**config.mk**
```make
export PLATFORM = sky130hd
export DESIGN_NAME = ram_stream_tx
export DESIGN_NICKNAME = d
export VERILOG_FILES = /design/src/rtl/ram_stream_tx.sv
export SDC_FILE = /design/constraint.sdc
export NUM_CORES = 1
export LEC_CHECK = 0
export BUFFER_PORTS_ARGS = -buffer_cell sky130_fd_sc_hd__clkbuf_2
export CORE_MARGIN = 2
export CORE_UTILIZATION = 45
export CTS_CLUSTER_SIZE = 28
export DETAILED_ROUTE_END_ITERATION = 12
export GPL_TIMING_DRIVEN = 0
export MAX_ROUTING_LAYER = met4
export PLACE_DENSITY = 0.71
export SYNTH_ARGS = -nofsm -noshare
export SYNTH_HDL_FRONTEND = slang
export SYNTH_SLANG_ARGS = --single-unit
```
**constraint.sdc**
```tcl
create_clock -name clk_50m -period 2.83 [get_ports clk_50m]
set_input_delay 0.283 -clock clk_50m [delete_from_list [all_inputs] [get_ports clk_50m]]
set_output_delay 0.283 -clock clk_50m [all_outputs]
set_load 0.02 [all_outputs]
```
**src/rtl/ram_stream_tx.sv**
```systemverilog
// ram_stream_tx
// Reads one frame of 1..64 words from a source RAM (one-cycle read latency)
// and sends it as a valid/ready stream. The last word carries tlast. A
// 2-entry skid FIFO absorbs the read latency, so backpressure never drops or
// duplicates a word.
//
// Optional feature: define STREAM_TX_HDR_EN to put one header word
// {16'hA5A5, o_frame_cnt, 9'd0, len_q, 16'd0} in front of every frame.
//
// Ports
//   clk_50m      system clock, rising edge
//   rst_n        asynchronous active-low reset
//   i_start      one-cycle frame request, sampled in IDLE only
//   i_frame_len  frame length in words; 0 or >64 means 64
//   o_busy       high from the start edge until the tlast handshake
//   o_done       one-cycle pulse after the tlast handshake
//   o_frame_cnt  completed frame count, wraps at 16 bits
//   src_rd_en    source RAM read enable
//   src_rd_addr  source RAM read address
//   src_rd_data  source RAM data, valid the cycle after src_rd_en
//   data_en      stream valid
//   data_out     stream data
//   o_tlast      last word of the frame
//   i_ready      downstream ready
module ram_stream_tx #(
  parameter int DW    = 64,
  parameter int AW    = 6,
  parameter int LEN_W = 7
) (
  input  logic             clk_50m,
  input  logic             rst_n,
  input  logic             i_start,
  input  logic [LEN_W-1:0] i_frame_len,
  output logic             o_busy,
  output logic             o_done,
  output logic [15:0]      o_frame_cnt,
  output logic             src_rd_en,
  output logic [AW-1:0]    src_rd_addr,
  input  logic [DW-1:0]    src_rd_data,
  output logic             data_en,
  output logic [DW-1:0]    data_out,
  output logic             o_tlast,
  input  logic             i_ready
);

  localparam logic [LEN_W-1:0] MAX_LEN = LEN_W'(2**AW);

  typedef enum logic [1:0] {IDLE, RUN, DONE} state_t;

  state_t           state;
  logic [LEN_W-1:0] len_q;
  logic [LEN_W-1:0] rd_cnt;
  logic [LEN_W-1:0] clamped_len;
  logic             inflight;
  logic             inflight_last;
  logic             hdr_pend;
  logic             pop;
  logic             push;
  logic [DW-1:0]    push_data;
  logic             push_last;
  logic [2:0]       occ;
  logic             tail_valid;
  logic [DW-1:0]    tail_data;
  logic             tail_last;

  // The FIFO head is the output register set itself: data_en/data_out/o_tlast.
  assign pop = data_en && i_ready;
  assign clamped_len = ((i_frame_len == '0) || (i_frame_len > MAX_LEN)) ? MAX_LEN : i_frame_len;

  // Slots committed: buffered words, the read in flight and a pending header.
  assign occ = {2'b00, data_en} + {2'b00, tail_valid} + {2'b00, inflight} + {2'b00, hdr_pend};

  // The pop happening this cycle frees a slot, which keeps one word per cycle
  // flowing with i_ready high while never committing more than two slots.
  assign src_rd_en = (state == RUN) && (rd_cnt < len_q) && (occ < (3'd2 + {2'b00, pop}));

  assign push      = inflight || hdr_pend;
  assign push_last = hdr_pend ? 1'b0 : inflight_last;

`ifdef STREAM_TX_HDR_EN
  // Header is pending only in the first RUN cycle and enters the FIFO at E1.
  always_ff @(posedge clk_50m or negedge rst_n) begin
    if (!rst_n) begin
      hdr_pend <= 1'b0;
    end else begin
      hdr_pend <= (state == IDLE) && i_start;
    end
  end
  assign push_data = hdr_pend ? DW'({16'hA5A5, o_frame_cnt, 9'd0, len_q, 16'd0}) : src_rd_data;
`else
  assign hdr_pend  = 1'b0;
  assign push_data = src_rd_data;
`endif

  // Frame control: length latch, read issue counters and completion bookkeeping.
  always_ff @(posedge clk_50m or negedge rst_n) begin
    if (!rst_n) begin
      state         <= IDLE;
      len_q         <= '0;
      rd_cnt        <= '0;
      src_rd_addr   <= '0;
      inflight      <= 1'b0;
      inflight_last <= 1'b0;
      o_busy        <= 1'b0;
      o_done        <= 1'b0;
      o_frame_cnt   <= '0;
    end else begin
      o_done        <= 1'b0;
      inflight      <= src_rd_en;
      inflight_last <= src_rd_en && (rd_cnt == (len_q - LEN_W'(1)));
      if (src_rd_en) begin
        rd_cnt      <= rd_cnt + LEN_W'(1);
        src_rd_addr <= src_rd_addr + AW'(1);
      end
      case (state)
        IDLE: begin
          if (i_start) begin
            state       <= RUN;
            len_q       <= clamped_len;
            rd_cnt      <= '0;
            src_rd_addr <= '0;
            o_busy      <= 1'b1;
          end
        end
        RUN: begin
          if (pop && o_tlast) begin
            state       <= DONE;
            o_busy      <= 1'b0;
            o_done      <= 1'b1;
            o_frame_cnt <= o_frame_cnt + 16'd1;
          end
        end
        DONE: state <= IDLE;
        default: state <= IDLE;
      endcase
    end
  end

  // Two-entry skid FIFO: head drives the stream outputs, tail catches the
  // word that returns while the head is stalled.
  always_ff @(posedge clk_50m or negedge rst_n) begin
    if (!rst_n) begin
      data_en    <= 1'b0;
      data_out   <= '0;
      o_tlast    <= 1'b0;
      tail_valid <= 1'b0;
      tail_data  <= '0;
      tail_last  <= 1'b0;
    end else begin
      case ({push, pop})
        2'b11: begin
          if (tail_valid) begin
            data_out  <= tail_data;
            o_tlast   <= tail_last;
            tail_data <= push_data;
            tail_last <= push_last;
          end else begin
            data_out <= push_data;
            o_tlast  <= push_last;
          end
        end
        2'b01: begin
          if (tail_valid) begin
            data_out   <= tail_data;
            o_tlast    <= tail_last;
            tail_valid <= 1'b0;
          end else begin
            data_en  <= 1'b0;
            data_out <= '0;
            o_tlast  <= 1'b0;
          end
        end
        2'b10: begin
          if (!data_en) begin
            data_en  <= 1'b1;
            data_out <= push_data;
            o_tlast  <= push_last;
          end else begin
            tail_valid <= 1'b1;
            tail_data  <= push_data;
            tail_last  <= push_last;
          end
        end
        default: ;
      endcase
    end
  end

endmodule
```
**Word-level counts from Yosys, hierarchy flattened**

Cells that the tools add are included.
Widths: inputs -> output; s select.

- Bitwise logic cells: 0
- Div/mod/pow operators: 0
- Reduce and logical (&&, ||, !) cells: 20
- $lt $le $gt $ge: 3
- Multiplexer cells: 33
- Multiply operators: 0
- Equal/unequal tests: 11
- $add $sub $neg: 7
- Shift-type cells: 0

Operators by type and width:

| cell | number |
|---|---|
| $mux 64 | 5 |
| $pmux 64 s3 | 1 |
| $pmux 64 s2 | 1 |
| $mux 7 | 4 |
| $mux 6 | 3 |
| $add 16x1->16 const B | 1 |
| $reduce_and 2->1 | 6 |
| $mux 1 | 11 |
| $ne 2x2->1 const B | 5 |
| $pmux 1 s2 | 4 |
| $add 7x1->7 const B | 1 |
| $eq 7x7->1 | 1 |
| $gt 7x7->1 const B | 1 |
| $logic_not 7->1 | 1 |
| $lt 7x7->1 | 1 |
| $sub 7x1->7 const B | 1 |
| $add 6x1->6 const B | 1 |
| $reduce_and 3->1 | 2 |
| $reduce_bool 2->1 | 3 |
| $logic_and 1x1->1 | 5 |
| $eq 2x1->1 const B | 2 |
| $eq 2x2->1 const B | 2 |
| $mux 2 | 2 |
| $pmux 2 s2 | 1 |
| other kinds (9) | 9 |

- Memories: 0
- Latch bits: 0
- Bits in read-only memories: 0
- Word-level logic and storage cells: 89
- Flip-flop bits (word level): 174
- RAM bits: 0

**Depth between registers and ports, before layout**

Gate-level depths: netlist of the first run.

- Depth in word-level cells: 7
- Depth in mapped cells: 9
- Depth with buffers taken out: 8

**Worst setup path after synthesis of the first run**

OpenSTA, ideal clock, no wires.

- Kind: register -> register
- Start: reg data_en
- End: reg rd_cnt[5]
- Path slack: 0.091 ns
- Period minus slack after synthesis: 2.739 ns
- Required time: 2.752 ns
- Library setup time: 0.078 ns
- Data arrival time: 2.661 ns
- Path buffers: 1
- Stages on the path, launching flop included: 8
- Path through: dfrtp_1 -> fa_1 -> nand3b_1 -> a2111o_1 -> or3_4 -> buf_6 -> or4_1 -> a21oi_1

- Word-level cells in the longest chain between the ends: 7

Ends and longest elaborated chain:

| element | line | RTL |
|---|---|---|
| from (decl) | 40 | `output logic data_en,` |
| from (signal assigned) | 143 | `data_en <= 1'b0;` |
| from (signal assigned) | 168 | `data_en <= 1'b0;` |
| from (signal assigned) | 175 | `data_en <= 1'b1;` |
| $add 1x1->2 / $logic_and 1x1->1 (equally long branches) | 71, 67 |  |
| $add 2x1->3 (on tied branches) | 71, 75 |  |
| $lt 3x3->1 * | 75 | `assign src_rd_en = (state == RUN) && (rd_cnt < len_q) && (occ < (3'd2 + {2'b00, pop}));` |
| $logic_and 1x1->1 * | 75 |  |
| $mux 7 * | 111 | `if (src_rd_en) begin` |
| $mux 7 | 117 | `if (i_start) begin` |
| $mux 7 * | 115 | `case (state)` |
| to (signal assigned) | 112 | `rd_cnt <= rd_cnt + LEN_W'(1);` |
| to (decl) | 52 | `logic [LEN_W-1:0] rd_cnt;` |

Mark *: on every way between the ends. The rest lies on a longest branch, timed or not.
A chain may end at the register's enable or synchronous reset.

**Worst setup path after layout of the first run**

- Start: reg inflight
- End: out src_rd_en

- Word-level cells in the longest chain between the ends: 3

Ends and longest elaborated chain:

| element | line | RTL |
|---|---|---|
| from (decl) | 54 | `logic inflight;` |
| from (signal assigned) | 109 | `inflight <= src_rd_en;` |
| $add 2x1->3 | 71 | `assign occ = {2'b00, data_en} + {2'b00, tail_valid} + {2'b00, inflight} + {2'b00, hdr_pend};` |
| $lt 3x3->1 | 75 |  |
| $logic_and 1x1->1 | 75 |  |
| to (decl) | 37 | `output logic src_rd_en,` |

Every way passes these cells.

==> results of run 1 <==
state kept, by name (all words and copies together) (netlist names):
| signal | cells |
|---|---|
| o_tlast | 1 |
| tail_last | 1 |
| src_rd_addr | 6 |
| o_done | 1 |
| o_busy | 1 |
| data_en | 1 |
| tail_data | 64 |
| len_q | 7 |
| rd_cnt | 7 |
| o_frame_cnt | 16 |
| data_out | 64 |
| tail_valid | 1 |
| inflight_last | 1 |
| state | 2 |
| inflight | 1 |
metal layers:
metal / part of all wire / vias up / track usage / wire length, µm
met5: 0 / - / - / 0
met4: 0.010 / 0 / 0.0573 / 178
met3: 0.054 / 14 / 0.0556 / 931
met2: 0.48 / 149 / 0.328 / 8320
met1: 0.45 / 2773 / 0.272 / 7750
li1: - / 2770 / - / -
per-stage QoR:
stage          hold WS, ps  cells  area, µm²
2_1_floorplan        -12.6    666       7550
3_3_place_gp           460   1051       8650
3_5_place_dp           388   1052       8680
4_1_cts               91.0   1088       9390
5_1_grt               85.7   1090       9420
6_report               109   1090       9420
cell families (layout without fill, tap and decap cells):
family / Yosys count / in the layout / share of synthesized area
XOR/XNOR: 23 / 23 / 0.0267
AO/OA/AOI/OAI: 170 / 170 / 0.139
AND/OR/NAND/NOR: 159 / 159 / 0.0982
adder cells (fa/ha/maj): 16 / 16 / 0.0275
flip-flops: 174 / 174 / 0.577
multiplexers: 70 / 70 / 0.104
buffers and inverters: 54 / 258 / 0.0279
cells in the final DEF (no fill, tap or decap), drive strengths merged, types with 2 or more instances in the layout:
cell type	count
a21oi	11
a22oi	65
and2	3
and3	4
and4	3
buf	15
bufinv	5
clkbuf	215
clkinv	4
clkinvlp	3
dfrtp	174
ha	15
inv	15
mux2	66
mux2i	4
nand2	90
nand2b	2
nand3	17
nand3b	8
nand4	4
nor2	12
nor3	6
o21ai	83
o31ai	3
or3	5
or4	4
xnor2	17
xor2	6
power by group through the flow:
stage	registers, mW	logic, mW	clock network, mW
global placement	4.20	5.11	0
detailed placement	4.25	5.22	0
CTS	4.20	5.36	2.64
global route	4.34	6.00	2.75
finish	4.19	5.39	2.58
floorplan	4.67	3.20	0
worst reg2reg max path, cell delays in order (launching register included):
cell and delay [ps]:
dfrtp_2 420, fa_1 460, nand3b_1 170, a2111o_1 390, or3_4 420, buf_4 160, or4_1 490, a21oi_1 130
what timing repair did:
item / 4_1_cts / 5_1_grt
pin swaps: 2 / 3
buffers inserted: 4 / 2
endpoints found under the hold margin: 85 / 0
setup endpoints to repair: 3 / 44
gates resized for setup: 6 / 11
hold buffers: 1 / 0
worst max path at each step:
stage	from	endpoint	depth (start not counted)	slack, ps
after floorplan	data_en$_DFFE_PN0P_	rd_cnt[5]$_DFF_PN0_	7	90
after global placement	rst_n	o_frame_cnt[7]$_DFFE_PN0P_	1	-1760
after detailed placement	data_en$_DFFE_PN0P_	rd_cnt[5]$_DFF_PN0_	7	20
after CTS	data_en$_DFFE_PN0P_	src_rd_en	6	-20
after global routing	data_en$_DFFE_PN0P_	src_rd_en	6	-70
final	inflight$_DFF_PN0_	src_rd_en	6	50
cell type report:
class | count | area share
flip-flops and latches | 174 | 0.463
multi-input cells | 438 | 0.317
repair buffers | 173 | 0.0984
clock buffers | 18 | 0.0456
well taps | 220 | 0.0292
clock inverters | 14 | 0.0248
plain buffers | 40 | 0.0166
inverters | 13 | 0.00558
==> impl_metrics.tcl, run 1 <==
set metrics [dict create \
    gp_congestion 0.832 \
    swShare 0.393 \
    drc 0 \
    post-synth-top-area-cell "dfrtp_1" \
    drv_cap 0 \
    run_status "completed" \
    drive_above_1_share 0.323 \
    clkSinkCount 174 \
    p_sw_mw 4.78 \
    area_delta_synth_final_pct 24.9 \
    setup_viol 0 \
    synth_seq_area_share 0.577 \
    synthFlopType "dfrtp_1" \
    start_kind "flip-flop" \
    async_flop_share 1.00 \
    wire_per_inst_um 15.8 \
    rsz0062_at_grt "true" \
    internal-power_mw 7.38 \
    insertion_delay_ps 420 \
    total_power_mw 12.2 \
    pin_count 166 \
    multi_input_area_um2 2990 \
    cpMaxStageDelayCell "fa_1" \
    p_leak_nw 4.43 \
    rr_startpoint "inflight$_DFF_PN0_" \
    slew_headroom 0.544 \
    period_share 0.984 \
    power_frac_clock 0.212 \
    max_stage_delay_ps 460 \
    num_vias 5706 \
    ant_nets 0 \
    crit_chain "fa_1 -> nand3b_1 -> a2111o_1 -> or3_4 -> clkinvlp_4 -> buf_8" \
    fp.dieH_um 133 \
    ys_warn_count 0 \
    synth.most_common_cell "dfrtp_1" \
    fmax_ghz 0.359 \
    num-nets-final 948 \
    grt_pass1_wl_um 28800 \
    cts_buffers 17 \
    crit_path_max_fanout 5 \
    pwr-share-comb 0.443 \
    post-route-min-period_ps 2780 \
    clock_path_buffers 2 \
    worst_hold_path.endpoint "tail_data[53]$_DFFE_PN0P_" \
    grt_usage 0.210 \
    tns_ps 0 \
    ctsHtreeMaxLevel 4 \
    r2r_end "rd_cnt[6]$_DFF_PN0_" \
    antenna_cells 0 \
    synthDistinctLibCells 37 \
    seq_area_um2 4360 \
    hold_violations 0 \
    dp_hpwl_um 12300 \
    synth_edf_count 0 \
    firstDrtPassIters 4 \
    synth_top_area_share 0.577 \
    grt_pass1_vias 5659 \
    worst_slack_ps 45.4 \
    initial_core_util 0.458 \
    die_w_um 133 \
    drt_wl_total_um 17200 \
    min_from "src_rd_data[53]" \
    p_per_area_nw_per_um2 1290 \
    rrSetupSlack_ps 110 \
    synth_cells 666 \
    min_path_cells 2 \
    peakVddDrop_v 0.000830 \
    fillers 1465 \
    endpoint_kind "primary output" \
    min_path_type "input port to flip-flop" \
    arrival_ps 2500 \
    seqPwrFrac 0.345 \
    coreArea_um2 16500 \
    cts_root_buf "clkbuf_16" \
    syn_area_um2 7550 \
    synthTopCellsByCount "174 x dfrtp_1, 90 x nand2_1, 83 x o21ai_0" \
    die-area_um2 17800 \
    pre_cts_ws_ps 16.1 \
    worstSetupPathType "flip-flop to primary output" \
    overflow 0 \
    crit_required_ps 2550 \
    portBuffers 165 \
    fin_util 0.572 \
    worstPathBufferInverterCount 2 \
    syn_nets 757 \
    worstMarginPinSlew_ps 685 \
    antenna_found_initial 0 \
    viasPerCell 5.23 \
    synthTopCellsByArea "dfrtp_1 58%, mux2_2 9.8%, a22oi_1 6.5%, o21ai_0 5.5%, nand2_1 4.5%" \
    drt_iter0_drc 347 \
    worst_clock_skew_ps 11.8 \
    ys_ff_latch 174 \
    grt_max_degree 90 \
    rows 47 \
    clkTransAtPathRegs_ps 70 \
    path_delay_family "simple AND/OR/NAND/NOR gates" \
    avgSynthCellArea_um2 11.3 \
    r2r_cells 7 \
    cts_tree "done" \
    slew_violations 0 \
]
Note: power is estimated with default switching activity, not from simulation.
==> inputs of run 2 (changes only) <==
- ABC_AREA: not set -> 1
- PLACE_DENSITY: 0.71 -> 0.7
- RECOVER_POWER: not set -> 100
==> run 2 against run 1 <==
Compared with the run above:
- sequential cell count unchanged
- utilization down 1.8 points
- critical path depth down 1
- global-route usage up 0.64 points
- count of clock-buffer cells in the layout up 4
- die area up 5.8%
- register-to-register slack better by 160 ps
- wire length up 11%
- fmax up 7.2%
- design area up 2.0%
- first-iteration DRC count up 0.29%
==> impl_metrics.tcl, run 2 <==
set metrics [dict create \
    peakVddDrop_v 0.000556 \
    clock_path_buffers 2 \
    period_share 0.918 \
    final_design_area_no_fill_um2 9610 \
    synthDistinctLibCells 30 \
    pre_cts_ws_ps 477 \
    drt_wl_total_um 19100 \
    cts_root_buf "clkbuf_16" \
    start_kind "flip-flop" \
    worstSetupPathType "flip-flop to primary output" \
    post_cts_buffers 0 \
    insertion_delay_ps 420 \
    arrival_ps 2310 \
    drive_above_1_share 0.114 \
    mostFrequentLayoutCell "nor2_1" \
    run_status "completed" \
    clkTransAtPathRegs_ps 60 \
    hold_violations 0 \
    die_w_um 137 \
    grt_max_degree 105 \
    crit_path_max_fanout 9 \
    min_path_type "input port to flip-flop" \
    avgSynthCellArea_um2 8.36 \
    synth_top_area_share 0.544 \
    ctsHtreeMaxLevel 4 \
    worstMarginPinSlew_ps 1420 \
    busiest_layer "met2" \
    wire_per_inst_um 13.9 \
    reg.largest.list "data_out: 64 flops, tail_data: 64 flops, o_frame_cnt: 16 flops" \
    area_delta_synth_final_pct 20.2 \
    initial_core_util 0.461 \
    grt_usage 0.216 \
    rows 48 \
    fp.dieH_um 137 \
    coreArea_um2 17400 \
    endpoint_kind "primary output" \
    syn_area_um2 8000 \
    synth.most_common_cell "nor2_1" \
    ys_warn_count 0 \
    rsz0062_at_grt "false" \
    critPathLaunch "data_en$_DFFE_PN0P_" \
    rr_startpoint "data_en$_DFFE_PN0P_" \
    ys_ff_latch 174 \
    slew_headroom 0.0513 \
    final_cells 1379 \
    gr-usage-met3 0.0375 \
    synthFlopType "dfrtp_1" \
    cts_tree "done" \
    drt_iter0_drc 348 \
    r2r_cells 7 \
    crit_required_ps 2550 \
    syn_nets 1048 \
    synth_seq_area_share 0.544 \
    fmax_ghz 0.385 \
    pin_count 166 \
    post-route-min-period_ps 2600 \
    p_per_area_nw_per_um2 1250 \
    dpl_cell_area_um2 9140 \
    die-area_um2 18900 \
    synth_cells 957 \
    num_vias 6731 \
    async_flop_share 1.00 \
    viasPerCell 4.88 \
    place_inst 1348 \
    num-nets-final 1234 \
    r2r_end "tail_data[15]$_DFFE_PN0P_" \
    dp_hpwl_um 13600 \
    p_leak_nw 4.83 \
    rrSetupSlack_ps 270 \
    portBuffers 165 \
    drv_cap 0 \
    post-synth-top-area-cell "dfrtp_1" \
    tns_ps 0 \
    layout_common_cells "182 x nor2_1, 174 x dfrtp_1, 140 x o21ai_0, 131 x nand2_1" \
    ant_nets 0 \
    antenna_cells 0 \
    use_met2 0.343 \
    worst_clock_skew_ps 10.7 \
    gp_congestion 0.862 \
    grt_pass1_wl_um 31300 \
    grt_pass1_vias 6449 \
    cts_buffers 17 \
    total_power_mw 12.0 \
    clkSinkCount 174 \
    synth_edf_count 0 \
    drc 0 \
    slew_violations 0 \
    cts_resized 0 \
    antenna_found_initial 0 \
    synthTopCellsByCount "178 x nor2_1, 174 x dfrtp_1, 129 x nand2_1" \
    use_met1 0.287 \
    synthTopCellsByArea "dfrtp_1 54%, nor2_1 8.4%, o21ai_0 7.8%, nand2_1 6.1%, inv_1 5.3%" \
    firstDrtPassIters 5 \
    crit_path_end "src_rd_en" \
    setup_viol 0 \
    overflow 0 \
    worst_slack_ps 233 \
]
-- run 2: cell type report --
| type | instances | area, µm² |
|---|---|---|
| clock inverter | 8 | 131 |
| fill | 1742 | 7740 |
| inverter | 115 | 432 |
| sequential | 174 | 4350 |
| buffer | 48 | 209 |
| timing repair buffer | 167 | 753 |
| clock buffer | 22 | 484 |
| multi-input combinational | 620 | 2970 |
| tap | 225 | 282 |
-- run 2: cell families after synthesis --
logic type | synth area share
compound gates | 0.139
simple gates | 0.185
fa+ha+maj | 0.0260
xor+xnor | 0.0236
flops | 0.544
buf+inv | 0.0818
-- run 2: what timing repair did --
action,CTS,global route
setup endpoints to repair,0,1
hold buffers,1,0
endpoints found under the hold margin,4,0
-- run 2: how the worst min path moves through the flow --
stage,startpoint,end,slack (ps),depth (start not counted)
6_report,src_rd_data[54],tail_data[54]$_DFFE_PN0P_,110,3
5_1_grt,src_rd_data[32],tail_data[32]$_DFFE_PN0P_,110,3
4_1_cts,i_frame_len[3],len_q[3]$_DFFE_PN0P_,90,3
3_5_place_dp,rst_n,data_out[54]$_DFFE_PN0P_,450,1
3_3_place_gp,o_busy$_DFFE_PN0P_,o_busy$_DFFE_PN0P_,460,2
2_1_floorplan,rst_n,data_en$_DFFE_PN0P_,-10,0
-- run 2: routing by layer --
layer / part of all wire / routed length, µm
met4: 0.010 / 201
met1: 0.47 / 8990
met3: 0.048 / 919
met2: 0.47 / 9040
met5: 0 / 0
-- run 2: critical path: stages, from the launching register on --
cell,delay (ps)
dfrtp_1,440
fa_1,500
o21ai_1,220
inv_1,150
nor3_4,340
clkbuf_2,250
-- run 2: where the power goes --
part / leakage (nW) / internal (mW) / switching (mW)
Sequential: 2.11 / 3.63 / 0.676
Combinational: 2.43 / 1.62 / 3.65
Clock: 0.295 / 1.48 / 0.960
Total: 4.83 / 6.73 / 5.29
-- run 2: per-stage QoR --
stage	utilization	hold slack, ps
2_1_floorplan	-	-12.6
4_1_cts	0.563	93.8
3_5_place_dp	0.527	449
6_report	0.554	106
5_1_grt	0.554	112
3_3_place_gp	0.525	464
==> inputs of run 3 (changes only) <==
- CORE_MARGIN: 2 -> 3
- PLACE_DENSITY: 0.7 -> 0.68
- clock period: 2.83 -> 2.48 ns (I/O delays scaled with it)
==> run 3 against run 2 <==
Compared with the run above:
- the run now ends with max-capacitance violations, max-slew violations left
- sequential cell count stayed put
- clock skew is 1.2 ps lower
- via count is 1.1% higher
- sequential share of layout area stayed put
- sequential power is 14% higher
- highest routed layer unchanged
- utilization stayed put
- hold slack worse by 46 ps
- setup slack worse by 100 ps
- register-to-register slack worse by 20 ps
- largest power group unchanged
- combinational power is 15% higher
- critical path depth stayed put
- global-route usage is 0.31 points lower
==> impl_metrics.tcl, run 3 (synthesis gave the netlist of run 2 again) <==
set metrics [dict create \
    run_status "finished, violations left" \
    failed_checks "max-capacitance violations, max-slew violations" \
    clkSinkCount 174 \
    start_kind "flip-flop" \
    gp_congestion 0.843 \
    endpoint_kind "primary output" \
    cts_buffers 17 \
    grt_pass1_wl_um 32900 \
    internal-power_mw 7.65 \
    mostFrequentLayoutCell "nor2_1" \
    wire_per_inst_um 14.2 \
    drv_cap 1 \
    reg.largest.list "data_out: 64 flops, tail_data: 64 flops, o_frame_cnt: 16 flops" \
    p_leak_nw 4.84 \
    max_stage_delay_ps 510 \
    layout_common_cells "182 x nor2_1, 174 x dfrtp_1, 139 x o21ai_0, 130 x nand2_1, 114 x inv_1" \
    worstSetupPathType "flip-flop to primary output" \
    slew_violations 65 \
    holdWs_ps 60.6 \
    cpMaxStageDelayCell "fa_1" \
    path_delay_family "adder cells" \
    drt_iter0_drc 317 \
    insertion_delay_ps 430 \
    fillers 1712 \
    seqPwrFrac 0.358 \
    viasPerCell 4.92 \
    drt_wl_total_um 19600 \
    grt_usage 0.213 \
    ctsHtreeMaxLevel 4 \
    slew_headroom -0.0741 \
    peakVddDrop_v 0.000643 \
    grt_max_degree 111 \
    pin_count 166 \
    swShare 0.443 \
    die_w_um 139 \
    worst_clock_skew_ps 9.54 \
    cts_root_buf "clkbuf_16" \
    tns_ps 0 \
    die-area_um2 19400 \
    num_vias 6804 \
    overflow 0 \
    ant_nets 0 \
    crit_required_ps 2230 \
    area_delta_synth_final_pct 20.2 \
    pwr-share-comb 0.441 \
    coreArea_um2 17400 \
    post-route-min-period_ps 2350 \
    drive_above_1_share 0.123 \
    drc 0 \
    initial_core_util 0.461 \
    setup_viol 0 \
    crit_path_max_fanout 6 \
    p_per_area_nw_per_um2 1430 \
    fp.dieH_um 139 \
    rrSetupSlack_ps 250 \
    hold_violations 0 \
    min_path_type "input port to flip-flop" \
    dp_hpwl_um 13900 \
    num-nets-final 1235 \
    portBuffers 165 \
    period_share 0.947 \
    clkTransAtPathRegs_ps 70 \
    antenna_found_initial 0 \
    rsz0062_at_grt "false" \
    rows 48 \
    power_frac_clock 0.200 \
    arrival_ps 2100 \
    worstMarginPinSlew_ps 1610 \
    clock_path_buffers 2 \
    total_power_mw 13.7 \
    firstDrtPassIters 5 \
    cts_tree "done" \
    crit_chain "fa_1 -> o21ai_1 -> inv_1 -> nor3_4 -> clkbuf_2" \
    fmax_ghz 0.426 \
    p_sw_mw 6.08 \
    grt_pass1_vias 6603 \
    worstPathBufferInverterCount 2 \
]
[run 3: timing repair]
action	in CTS	in global routing
hold buffers	1	0
endpoints found under the hold margin	64	0
endpoints found under the setup margin	1	85
gates resized for setup	0	12
setup buffers	1	0
pin swaps	1	0
[run 3: area by class of cell]
class | instances | area (µm²) | area share
antenna | 1 | 2.50 | 0.000260
buffer | 48 | 220 | 0.0229
clock inverter | 13 | 163 | 0.0169
sequential | 174 | 4350 | 0.453
inverter | 115 | 432 | 0.0449
clock buffer | 19 | 443 | 0.0461
tap | 225 | 282 | 0.0293
multi-input combinational | 620 | 2970 | 0.309
timing repair buffer | 168 | 747 | 0.0777
[run 3: worst reg2reg max path, delay by kind of cell (launching register included)]
kind | cells | cell delay (ps)
buf+inv | 2 | 710
flops | 1 | 490
fa+ha+maj | 1 | 250
simple gates | 1 | 140
compound gates | 2 | 500
[run 3: path summary, 6_finish.rpt]
path / from / to / cells past startpoint
min in group asynchronous: rst_n / data_out[37]$_DFFE_PN0P_ / 2
worst min-delay path: i_frame_len[3] / len_q[3]$_DFFE_PN0P_ / 3
max in group asynchronous: rst_n / src_rd_addr[1]$_DFF_PN0_ / 3
worst min register to register: tail_data[3]$_DFFE_PN0P_ / tail_data[3]$_DFFE_PN0P_ / 2
worst max-delay path: data_en$_DFFE_PN0P_ / src_rd_en / 5
worst max register to register: data_en$_DFFE_PN0P_ / tail_data[33]$_DFFE_PN0P_ / 6
[run 3: layer usage]
layer  wire [µm]  GRT usage  share of wire
met1        8840      0.278           0.45
met2        9420      0.338           0.48
met3        1070     0.0485          0.055
met4         308     0.0551          0.016
met5           0          -              0
[run 3: per-stage QoR]
step	cells	worst slack (ps)	utilization	cell area [µm²]
global route	1382	1.49	0.554	9610
global placement	1347	-2180	0.525	9100
floorplan	957	522	-	8000
finish	1383	131	0.554	9610
detailed placement	1348	94.5	0.527	9140
CTS	1382	71.4	0.563	9760
[run 3: power groups by stage]
stage,Clock (mW),Sequential (mW),Combinational (mW)
after global routing,2.94,5.08,6.93
after CTS,2.81,4.92,6.34
after global placement,0,4.92,6.18
after detailed placement,0,4.97,6.28
after floorplan,0,5.62,3.57
final,2.75,4.92,6.06
